## src/rtl/wtch_ctrl_pkg.sv

```systemverilog
// Shared types and constants for the watch mode/calibration controller.
// Build option: WTCH_CTRL_AUTOREPEAT_EN enables up/dn auto-repeat in wtch_rpt_pulse.
package wtch_ctrl_pkg;

    typedef enum logic [1:0] {
        ST_RUN   = 2'd0,
        ST_STOP  = 2'd1,
        ST_CALIB = 2'd2
    } state_e;

    localparam logic [7:0] CMD_RUN  = 8'h52;  // 'R'
    localparam logic [7:0] CMD_MODE = 8'h4D;  // 'M'
    localparam logic [7:0] CMD_SEL  = 8'h53;  // 'S'
    localparam logic [7:0] CMD_UP   = 8'h55;  // 'U'
    localparam logic [7:0] CMD_DN   = 8'h44;  // 'D'

    localparam int unsigned RPT_DLY_DEFAULT = 50_000_000;
    localparam int unsigned RPT_PER_DEFAULT = 10_000_000;

    // Commands are upper-case letters; OR-ing 0x20 gives the lower-case form.
    function automatic logic is_cmd(input logic [7:0] data, input logic [7:0] cmd);
        return (data == cmd) || (data == (cmd | 8'h20));
    endfunction

endpackage

```

## src/rtl/wtch_rpt_pulse.sv

```systemverilog
// Rising-edge pulse generator for one up/dn button, gated by an enable.
// With WTCH_CTRL_AUTOREPEAT_EN defined, a held button also repeats after REPEAT_DLY, then every REPEAT_PER.
module wtch_rpt_pulse
    import wtch_ctrl_pkg::*;
#(
    parameter int unsigned REPEAT_DLY = RPT_DLY_DEFAULT,
    parameter int unsigned REPEAT_PER = RPT_PER_DEFAULT
) (
    input  logic clk,
    input  logic rst,
    input  logic lvl_i,
    input  logic en_i,
    output logic pulse_o
);

    logic prev_q;
    logic edge_w;

    // Previous level resets high so a button held through reset gives no edge.
    always_ff @(posedge clk or posedge rst) begin
        if (rst) begin
            prev_q <= 1'b1;
        end else begin
            prev_q <= lvl_i;
        end
    end

    assign edge_w = lvl_i & ~prev_q;

`ifdef WTCH_CTRL_AUTOREPEAT_EN
    localparam int unsigned CW = $clog2(REPEAT_DLY + 1);
    localparam logic [CW-1:0] CNT_FIRE   = CW'(REPEAT_DLY);
    localparam logic [CW-1:0] CNT_RELOAD = CW'(REPEAT_DLY - REPEAT_PER + 1);

    logic [CW-1:0] cnt_q, cnt_d;
    logic          fire_w;

    assign fire_w = (cnt_q == CNT_FIRE);

    // The counter only runs once an edge was seen in the enabled state; zero means idle.
    always_comb begin
        cnt_d = '0;
        if (en_i && lvl_i) begin
            if (fire_w) begin
                cnt_d = CNT_RELOAD;
            end else if (edge_w || (cnt_q != '0)) begin
                cnt_d = cnt_q + 1'b1;
            end
        end
    end

    always_ff @(posedge clk or posedge rst) begin
        if (rst) begin
            cnt_q <= '0;
        end else begin
            cnt_q <= cnt_d;
        end
    end

    assign pulse_o = en_i & (edge_w | (lvl_i & fire_w));
`else
    localparam int unsigned unused_rpt_cfg = REPEAT_DLY + REPEAT_PER;

    assign pulse_o = en_i & edge_w;
`endif

endmodule

```

## src/rtl/wtch_ctrl_fsm.sv

```systemverilog
// Watch mode/calibration controller: RUN/STOP/CALIB FSM driven by buttons and UART commands.
// Build option: WTCH_CTRL_AUTOREPEAT_EN adds auto-repeat of held up/dn buttons in CALIB.
module wtch_ctrl_fsm
    import wtch_ctrl_pkg::*;
#(
    parameter int unsigned REPEAT_DLY = RPT_DLY_DEFAULT,
    parameter int unsigned REPEAT_PER = RPT_PER_DEFAULT
) (
    input  logic       clk,
    input  logic       rst,
    input  logic       i_btn_run,
    input  logic       i_btn_mode,
    input  logic       i_btn_sel,
    input  logic       i_btn_up,
    input  logic       i_btn_dn,
    input  logic [7:0] i_rx_data,
    input  logic       i_rx_valid,
    output logic       o_run,
    output logic       o_up,
    output logic       o_dn,
    output logic       o_fmt_mode,
    output logic       o_calib_right,
    output logic [1:0] o_state
);

    state_e     state_q, state_d;
    logic       run_q, run_d;
    logic       up_q, up_d;
    logic       dn_q, dn_d;
    logic       fmt_q, fmt_d;
    logic       cr_q, cr_d;
    logic [2:0] prev_q;
    logic       calib_en_w, up_pulse_w, dn_pulse_w, both_held_w;
    logic       run_ev_w, mode_ev_w, sel_ev_w, up_ev_w, dn_ev_w;

    assign calib_en_w = (state_q == ST_CALIB);

    wtch_rpt_pulse #(.REPEAT_DLY(REPEAT_DLY), .REPEAT_PER(REPEAT_PER)) u_up_pulse (
        .clk(clk), .rst(rst), .lvl_i(i_btn_up), .en_i(calib_en_w), .pulse_o(up_pulse_w)
    );

    wtch_rpt_pulse #(.REPEAT_DLY(REPEAT_DLY), .REPEAT_PER(REPEAT_PER)) u_dn_pulse (
        .clk(clk), .rst(rst), .lvl_i(i_btn_dn), .en_i(calib_en_w), .pulse_o(dn_pulse_w)
    );

`ifdef WTCH_CTRL_AUTOREPEAT_EN
    assign both_held_w = i_btn_up & i_btn_dn;
`else
    assign both_held_w = 1'b0;
`endif

    // i_rx_valid is a one-cycle strobe with no ready: every qualified byte is consumed that cycle.
    assign run_ev_w  = (i_btn_run  & ~prev_q[2]) | (i_rx_valid & is_cmd(i_rx_data, CMD_RUN));
    assign mode_ev_w = (i_btn_mode & ~prev_q[1]) | (i_rx_valid & is_cmd(i_rx_data, CMD_MODE));
    assign sel_ev_w  = (i_btn_sel  & ~prev_q[0]) | (i_rx_valid & is_cmd(i_rx_data, CMD_SEL));
    assign up_ev_w   = (up_pulse_w & ~both_held_w) | (i_rx_valid & is_cmd(i_rx_data, CMD_UP));
    assign dn_ev_w   = (dn_pulse_w & ~both_held_w) | (i_rx_valid & is_cmd(i_rx_data, CMD_DN));

    always_comb begin
        state_d = state_q;
        cr_d    = cr_q;
        up_d    = 1'b0;
        dn_d    = 1'b0;
        fmt_d   = fmt_q ^ mode_ev_w;
        case (state_q)
            ST_RUN: begin
                if (run_ev_w) state_d = ST_STOP;
            end
            ST_STOP: begin
                if (run_ev_w) begin
                    state_d = ST_RUN;
                end else if (sel_ev_w) begin
                    state_d = ST_CALIB;
                    cr_d    = 1'b0;
                end
            end
            ST_CALIB: begin
                if (run_ev_w) begin
                    state_d = ST_RUN;
                end else begin
                    if (sel_ev_w) cr_d = ~cr_q;
                    // Opposite requests cancel; back-to-back pulses are suppressed.
                    up_d = up_ev_w & ~dn_ev_w & ~up_q;
                    dn_d = dn_ev_w & ~up_ev_w & ~dn_q;
                end
            end
            default: state_d = ST_STOP;
        endcase
        run_d = (state_d == ST_RUN);
    end

    always_ff @(posedge clk or posedge rst) begin
        if (rst) begin
            state_q <= ST_RUN;
            run_q   <= 1'b1;
            up_q    <= 1'b0;
            dn_q    <= 1'b0;
            fmt_q   <= 1'b0;
            cr_q    <= 1'b0;
            prev_q  <= 3'b111;
        end else begin
            state_q <= state_d;
            run_q   <= run_d;
            up_q    <= up_d;
            dn_q    <= dn_d;
            fmt_q   <= fmt_d;
            cr_q    <= cr_d;
            prev_q  <= {i_btn_run, i_btn_mode, i_btn_sel};
        end
    end

    assign o_state       = state_q;
    assign o_run         = run_q;
    assign o_up          = up_q;
    assign o_dn          = dn_q;
    assign o_fmt_mode    = fmt_q;
    assign o_calib_right = cr_q;

endmodule

```

## config.mk

```make
export PLATFORM = sky130hd
export DESIGN_NAME = wtch_ctrl_fsm
export DESIGN_NICKNAME = d
export VERILOG_FILES = /design/src/rtl/wtch_ctrl_pkg.sv /design/src/rtl/wtch_rpt_pulse.sv /design/src/rtl/wtch_ctrl_fsm.sv
export SDC_FILE = /design/constraint.sdc
export NUM_CORES = 1
export LEC_CHECK = 0
export ABC_AREA = 1
export CAP_MARGIN = 20
export CELL_PAD_IN_SITES_DETAIL_PLACEMENT = 1
export CELL_PAD_IN_SITES_GLOBAL_PLACEMENT = 2
export CORE_AREA = 2 2 55 57
export CTS_CLUSTER_DIAMETER = 120
export DETAILED_ROUTE_END_ITERATION = 10
export DIE_AREA = 0 0 57 59
export GPL_ROUTABILITY_DRIVEN = 0
export PLACE_DENSITY_LB_ADDON = 0.25
export SYNTH_ARGS = -nofsm -noshare
export SYNTH_HDL_FRONTEND = slang
export SYNTH_SLANG_ARGS = --single-unit
```

## constraint.sdc

```tcl
create_clock -name clk -period 3.2 [get_ports clk]
set_input_delay 0.48 -clock clk [delete_from_list [all_inputs] [get_ports clk]]
set_output_delay 0.48 -clock clk [all_outputs]
set_load 0.01 [all_outputs]
```

==> results of run 1 <==
==> power breakdown <==
| group | switching [mW] | internal [mW] | total, mW |
|---|---|---|---|
| Sequential | 0.0239 | 0.192 | 0.216 |
| Combinational | 0.134 | 0.127 | 0.261 |
| Clock | 0.0517 | 0.0692 | 0.121 |
| Total | 0.209 | 0.388 | 0.598 |
==> flip-flops by register name (all words and copies together) (netlist names) <==
| register | count |
|---|---|
| o_run | 1 |
| o_up | 1 |
| u_up_pulse.prev_q | 1 |
| o_dn | 1 |
| o_calib_right | 1 |
| u_dn_pulse.prev_q | 1 |
| prev_q | 3 |
| o_fmt_mode | 1 |
| o_state | 2 |
==> placed cells by master (no fill, tap or decap) <==
cell	synthesis	final
nand2_2	4	4
xor2_1	1	1
nor3_1	5	5
o21ai_2	1	1
and3_1	1	1
nand2_1	19	19
clkbuf_4	0	3
nand4_1	2	2
inv_1	14	14
inv_2	1	1
nand3_2	2	2
a22oi_1	1	1
nor2_1	9	9
clkbuf_8	0	1
dfrtp_1	6	6
clkdlybuf4s50_1	0	21
a21oi_4	1	1
o21ai_1	1	1
a21oi_1	1	1
nand3_1	1	1
dfstp_2	6	6
nor2_2	2	2
ha_1	4	4
==> per-layer routing <==
layer / vias up / wire length (µm) / track usage, %
met1: 259 / 670 / 12.1
met2: 14 / 717 / 18.2
li1: 301 / - / -
met4: 0 / 15 / 1.99
met3: 2 / 92 / 4.80
met5: - / 0 / 0
==> worst max path at each step <==
| stage | cells past startpoint | from | to |
|---|---|---|---|
| final | 1 | o_run$_DFF_PP1_ | o_run |
| after global routing | 1 | o_run$_DFF_PP1_ | o_run |
| after CTS | 1 | o_run$_DFF_PP1_ | o_run |
| after detailed placement | 12 | i_rx_data[2] | o_calib_right$_DFFE_PP0P_ |
| after global placement | 12 | i_rx_data[3] | o_calib_right$_DFFE_PP0P_ |
| after floorplan | 6 | o_state[0]$_DFF_PP0_ | o_dn$_DFF_PP0_ |
==> cells by family after synthesis <==
kind of cell	after synthesis
xor gates and xnor gates	1
and+or+nand+nor	45
DFF	12
buffers and inverters	15
adders and majority gates	4
AOI/OAI and AO/OA	5
==> through the flow <==
step / cell area, µm² / cells / utilization, %
2_1_floorplan: 677 / 82 / -
3_3_place_gp: 926 / 134 / 34.2
3_5_place_dp: 926 / 134 / 34.2
4_1_cts: 962 / 138 / 35.5
5_1_grt: 962 / 138 / 35.5
6_report: 962 / 138 / 35.5
==> area by class of cell <==
class / instances / area share, %
multi-input combinational: 55 / 32.5
sequential: 12 / 32.0
timing repair buffer: 21 / 21.8
inverter: 15 / 5.85
tap: 31 / 4.03
clock buffer: 4 / 3.77
==> metrics, run 1 <==
status finished, final reports clean; max-slew violations 0; CP Class register to output pin; critical-path cell list clkdlybuf4s50_1; first-pass GRT wire length 2660 µm; period utilization 56.0%; filler cell count in the final layout 352; port bufs 21; top cells by count, synth nand2_1 (19), inv_1 (14), nor2_1 (9), dfrtp_1 (6), dfstp_2 (6); antenna-violating nets left 0; share of the synthesized area in the top cell type 23.3%; Slowest-stage cell, CP dfstp_2; Max VDD drop 0.367 mV; crit start category register; routed via count 576; Max Freq 0.558 GHz; Initial Util 25.0%; simple-gate share of the synthesized area 31.2%; chip width 57 µm; CP Capture Type output pin; area of the multi-input gates 313 µm²; area share of fa/ha/maj cells after synthesis 7.39%; layout cells sized above 1 19.6%; DRT Pass-1 Iters 4; sequential area share after synthesis between 40 and 50%; setup_tns 0 ns; Pleak 0.455 nW; hpwl dp 1290 µm; Ant. Diodes 0; reg-to-reg startpoint o_state[0]$_DFF_PP0_; Die Area 3360 µm²; worst hold slack around 0.48 ns; Synth Area in XOR/XNOR under 10%; DR DRC count 0; clock tree from TritonCTS yes; initial antenna violation count 0; total track usage 10.5%; Pwr Total 598 µW; portion of netlist area occupied by mux cells 0%; final wirelength 1500 µm; flop2flop setup slack 1.75 ns; synth warn 0; Synth Area in Compound Gates under 10%; Post-synth EDFFs 0; post-DR wirelength/cell 10.8 µm; Max-cap violations 0; Setup WS post-layout 1.41 ns; dpl ws 1.34 ns; syn_nets 102; postcts setup bufs 0; Mapped Area 677 µm²; maximum fanout along the worst path 1; initial detailed-routing violation count 2; relative slew slack 70.0%; Sink Count 12; Netlist cell types 20; Min-Delay Endpoint o_fmt_mode$_DFF_PP0_; Via-to-Cell Ratio 4.17; Reg2Reg Depth 6; RSZ-0062 raised after global routing false; min Tclk post-route between 1.5 and 2 ns; Hold Crit Start o_fmt_mode$_DFF_PP0_; row count 19; WP data required 2.72 ns; CP top delay family flip-flops; largest family of logic cells by synthesized area simple AND/OR/NAND/NOR gates; Layout Nets 128; Crit path largest cell delay 0.52 ns; post-cts repair resize count 0; vias in the first global route 635; clock skew 0.000990 ns; cell count after synthesis 82; Root Buffer clkbuf_4; GR Overflow Total 0; clk buf depth 2; clock-pin slew on the worst setup and hold paths 0.07 ns; Die Y roughly 59 µm; Final Hold Fails 0; largest net degree at the start of global routing 13; area leader, netlist dfstp_2; Max H-tree Level 1; Arr. time, crit path about 1.3 ns; count of final setup violators 0; Syn Area/Cell 8.25 µm²; PwrDens about 620 nW/µm²; latest clock arrival within the worst-skew pair 0.27 ns; CP bufs+invs 1; worst r2r dst o_dn$_DFF_PP0_; FF+latch count, synth 12; hold path depth 1; Worst Hold Class register to register; Slew @ Worst Pin around 0.45 ns; main flop type after synthesis dfstp_2; CORE AREA 2710 µm²; hold-fix buffers at CTS 0; asr flop ratio synth 100%; most frequent cell after synthesis nand2_1; Ports 23; Synth area leaders dfstp_2 (23%), dfrtp_1 (22%), nand2_1 (11%), inv_1 (7.8%), ha_1 (7.4%); total CTS buffers 3; register area 308 µm²; synthesis-to-layout area growth 42.1%
No activity file was read; power rests on OpenSTA's default activity.
==> run 2, diff against run 1 <==
--- a/config.mk
+++ b/config.mk
@@ -9,10 +9,10 @@
 export CAP_MARGIN = 20
 export CELL_PAD_IN_SITES_DETAIL_PLACEMENT = 1
 export CELL_PAD_IN_SITES_GLOBAL_PLACEMENT = 2
-export CORE_AREA = 2 2 55 57
+export CORE_AREA = 2 2 57 59
 export CTS_CLUSTER_DIAMETER = 120
 export DETAILED_ROUTE_END_ITERATION = 10
-export DIE_AREA = 0 0 57 59
+export DIE_AREA = 0 0 59 61
 export GPL_ROUTABILITY_DRIVEN = 0
 export PLACE_DENSITY_LB_ADDON = 0.25
 export SYNTH_ARGS = -nofsm -noshare
==> constraint.sdc (replaced) <==
create_clock -name clk -period 1.86 [get_ports clk]
set_input_delay 0.279 -clock clk [delete_from_list [all_inputs] [get_ports clk]]
set_output_delay 0.279 -clock clk [all_outputs]
set_load 0.01 [all_outputs]
==> run 2 against run 1 <==
Compared with the run above:
- routed wire length shrank 3.2%
- worst setup slack lost 1.1 ns
- critical endpoint unchanged
- sequential power grew 72%
- hold slack lost 0.17 ns
- critical path type unchanged
- flip-flop and latch count is the same
- largest power group unchanged
- first-iteration DRC count grew 100%
==> metrics, run 2 (same netlist as run 1, synthesis figures left out) <==
port bufs 21 (unchanged); Crit path largest cell delay 0.52 ns (about the same); first-pass GRT wire length 2770 µm (was 2660 µm); Slowest-stage cell, CP dfstp_2 (unchanged); DR DRC count 0 (unchanged); routed via count 590 (was 576); Layout Nets 128 (unchanged); post-cts repair resize count 0 (unchanged); Reg2Reg Depth 6 (unchanged); post-DR wirelength/cell 10.3 µm (was 10.8 µm); reg-to-reg startpoint o_state[0]$_DFF_PP0_ (unchanged); critical-path cell list clkdlybuf4s50_1 (unchanged); commonest non-fill, non-tap cells in the layout clkdlybuf4s50_1 (21), nand2_1 (19), inv_1 (14), nor2_1 (9) (unchanged); clock-pin slew on the worst setup and hold paths 0.07 ns (about the same); chip width 59 µm (was 57 µm); postcts setup bufs 0 (unchanged); GR Overflow Total 0 (unchanged); Via-to-Cell Ratio 4.21 (was 4.17); CORE AREA 2950 µm² (was 2710 µm²); Max Freq 0.630 GHz; Slew @ Worst Pin 0.451 ns (was 0.449 ns); status finished, final reports clean (unchanged); max reg flops 3 (unchanged); Arr. time, crit path 1.31 ns (about the same); RSZ-0062 raised after global routing false (unchanged); Initial Util 22.9% (was 25.0%); final wirelength 1450 µm (was 1500 µm); DRT Pass-1 Iters 3 (was 4); Max H-tree Level 1 (unchanged); max-slew violations 0 (unchanged); commonest non-fill, non-tap cell in the layout clkdlybuf4s50_1 (unchanged); setup_tns 0 ns (unchanged); min Tclk post-route 1.59 ns; count of final setup violators 0 (unchanged); clock tree from TritonCTS yes (unchanged); flop2flop setup slack 0.43 ns (was 1.75 ns); CP Class register to output pin (unchanged); latest clock arrival within the worst-skew pair 0.27 ns (about the same); relative slew slack 69.9% (was 70.0%); crit start category register (unchanged); total track usage 10.7% (was 10.5%); Final Hold Fails 0 (unchanged); row count 20 (was 19); CP Capture Type output pin (unchanged); Sink Count 12 (unchanged); Top reg by flops prev_q (unchanged); Ports 23 (unchanged); Die Area 3600 µm² (was 3360 µm²); Die Y 61 µm (was 59 µm); CP top delay family flip-flops (unchanged); worst r2r dst o_dn$_DFF_PP0_ (unchanged); hold-fix buffers at CTS 0 (unchanged); crit path from o_run$_DFF_PP1_ (unchanged); CP bufs+invs 1 (unchanged); Pleak 0.455 nW (unchanged); Root Buffer clkbuf_4 (unchanged); antenna-violating nets left 0 (unchanged); initial antenna violation count 0 (unchanged); maximum fanout along the worst path 1 (unchanged); clk buf depth 2 (unchanged); worst hold slack 0.310 ns (was 0.484 ns); Max VDD drop 0.359 mV (was 0.367 mV); period utilization 85.3%; clock skew 0.00121 ns (was 0.000990 ns); Stages on worst setup path 1 (unchanged); PwrDens 1060 nW/µm² (was 621 nW/µm²); layout cells sized above 1 19.6% (unchanged); hpwl dp 1240 µm (was 1290 µm); total CTS buffers 3 (unchanged); Worst Hold Class primary input to asynchronous set/reset pin (was register to register); vias in the first global route 652 (was 635); WP data required 1.58 ns (was 2.72 ns); Max-cap violations 0 (unchanged); synthesis-to-layout area growth 42.5% (was 42.1%); largest net degree at the start of global routing 13 (unchanged); Ant. Diodes 0 (unchanged); initial detailed-routing violation count 4 (was 2)
==> run 2: cell type report <==
class                   count  area [µm²]
fillers                   368        1990
multi-input cells          55         313
flip-flops and latches     12         308
repair buffers             21         210
inverters                  15        56.3
well taps                  33        41.3
clock buffers               4        36.3
==> run 2: how the worst max path moves through the flow <==
stage / end / slack (ns)
after detailed placement: o_calib_right$_DFFE_PP0P_ / 0.19
after global routing: o_dn$_DFF_PP0_ / 0.17
after global placement: o_fmt_mode$_DFF_PP0_ / 0.22
after CTS: o_run / 0.25
after floorplan: o_dn$_DFF_PP0_ / 0.53
final: o_run / 0.27
==> run 2: where the power goes <==
part,switching (mW),leakage [nW],internal [mW]
Combinational,0.227,0.292,0.218
Sequential,0.0403,0.142,0.331
Clock,0.0829,0.0210,0.119
Total,0.350,0.455,0.668
==> run 2: per-stage QoR <==
stage	area [µm²]	power (mW)	instances	util (%)	worst slack (ns)
after floorplan	677	0.639	82	-	0.534
after global placement	928	0.824	136	31.4	0.221
after detailed placement	928	0.832	136	31.4	0.194
after CTS	965	1.05	140	32.7	0.247
after global routing	965	1.14	140	32.7	0.168
final	965	1.02	140	32.7	0.273
==> run 2: layer usage <==
| layer | GRT usage [%] | part of all wire, % |
|---|---|---|
| met5 | 0 | 0 |
| met4 | 4.87 | 1.8 |
| met3 | 4.48 | 4.3 |
| met2 | 17.0 | 47 |
| met1 | 12.6 | 47 |
==> run 3, diff against run 2 <==
--- a/config.mk
+++ b/config.mk
@@ -10,7 +10,7 @@
 export CELL_PAD_IN_SITES_DETAIL_PLACEMENT = 1
 export CELL_PAD_IN_SITES_GLOBAL_PLACEMENT = 2
 export CORE_AREA = 2 2 57 59
-export CTS_CLUSTER_DIAMETER = 120
+export CTS_CLUSTER_DIAMETER = 200
 export DETAILED_ROUTE_END_ITERATION = 10
 export DIE_AREA = 0 0 59 61
 export GPL_ROUTABILITY_DRIVEN = 0
==> results of run 3 <==
Final layout, timing and power as in run 2 (identical DEF).
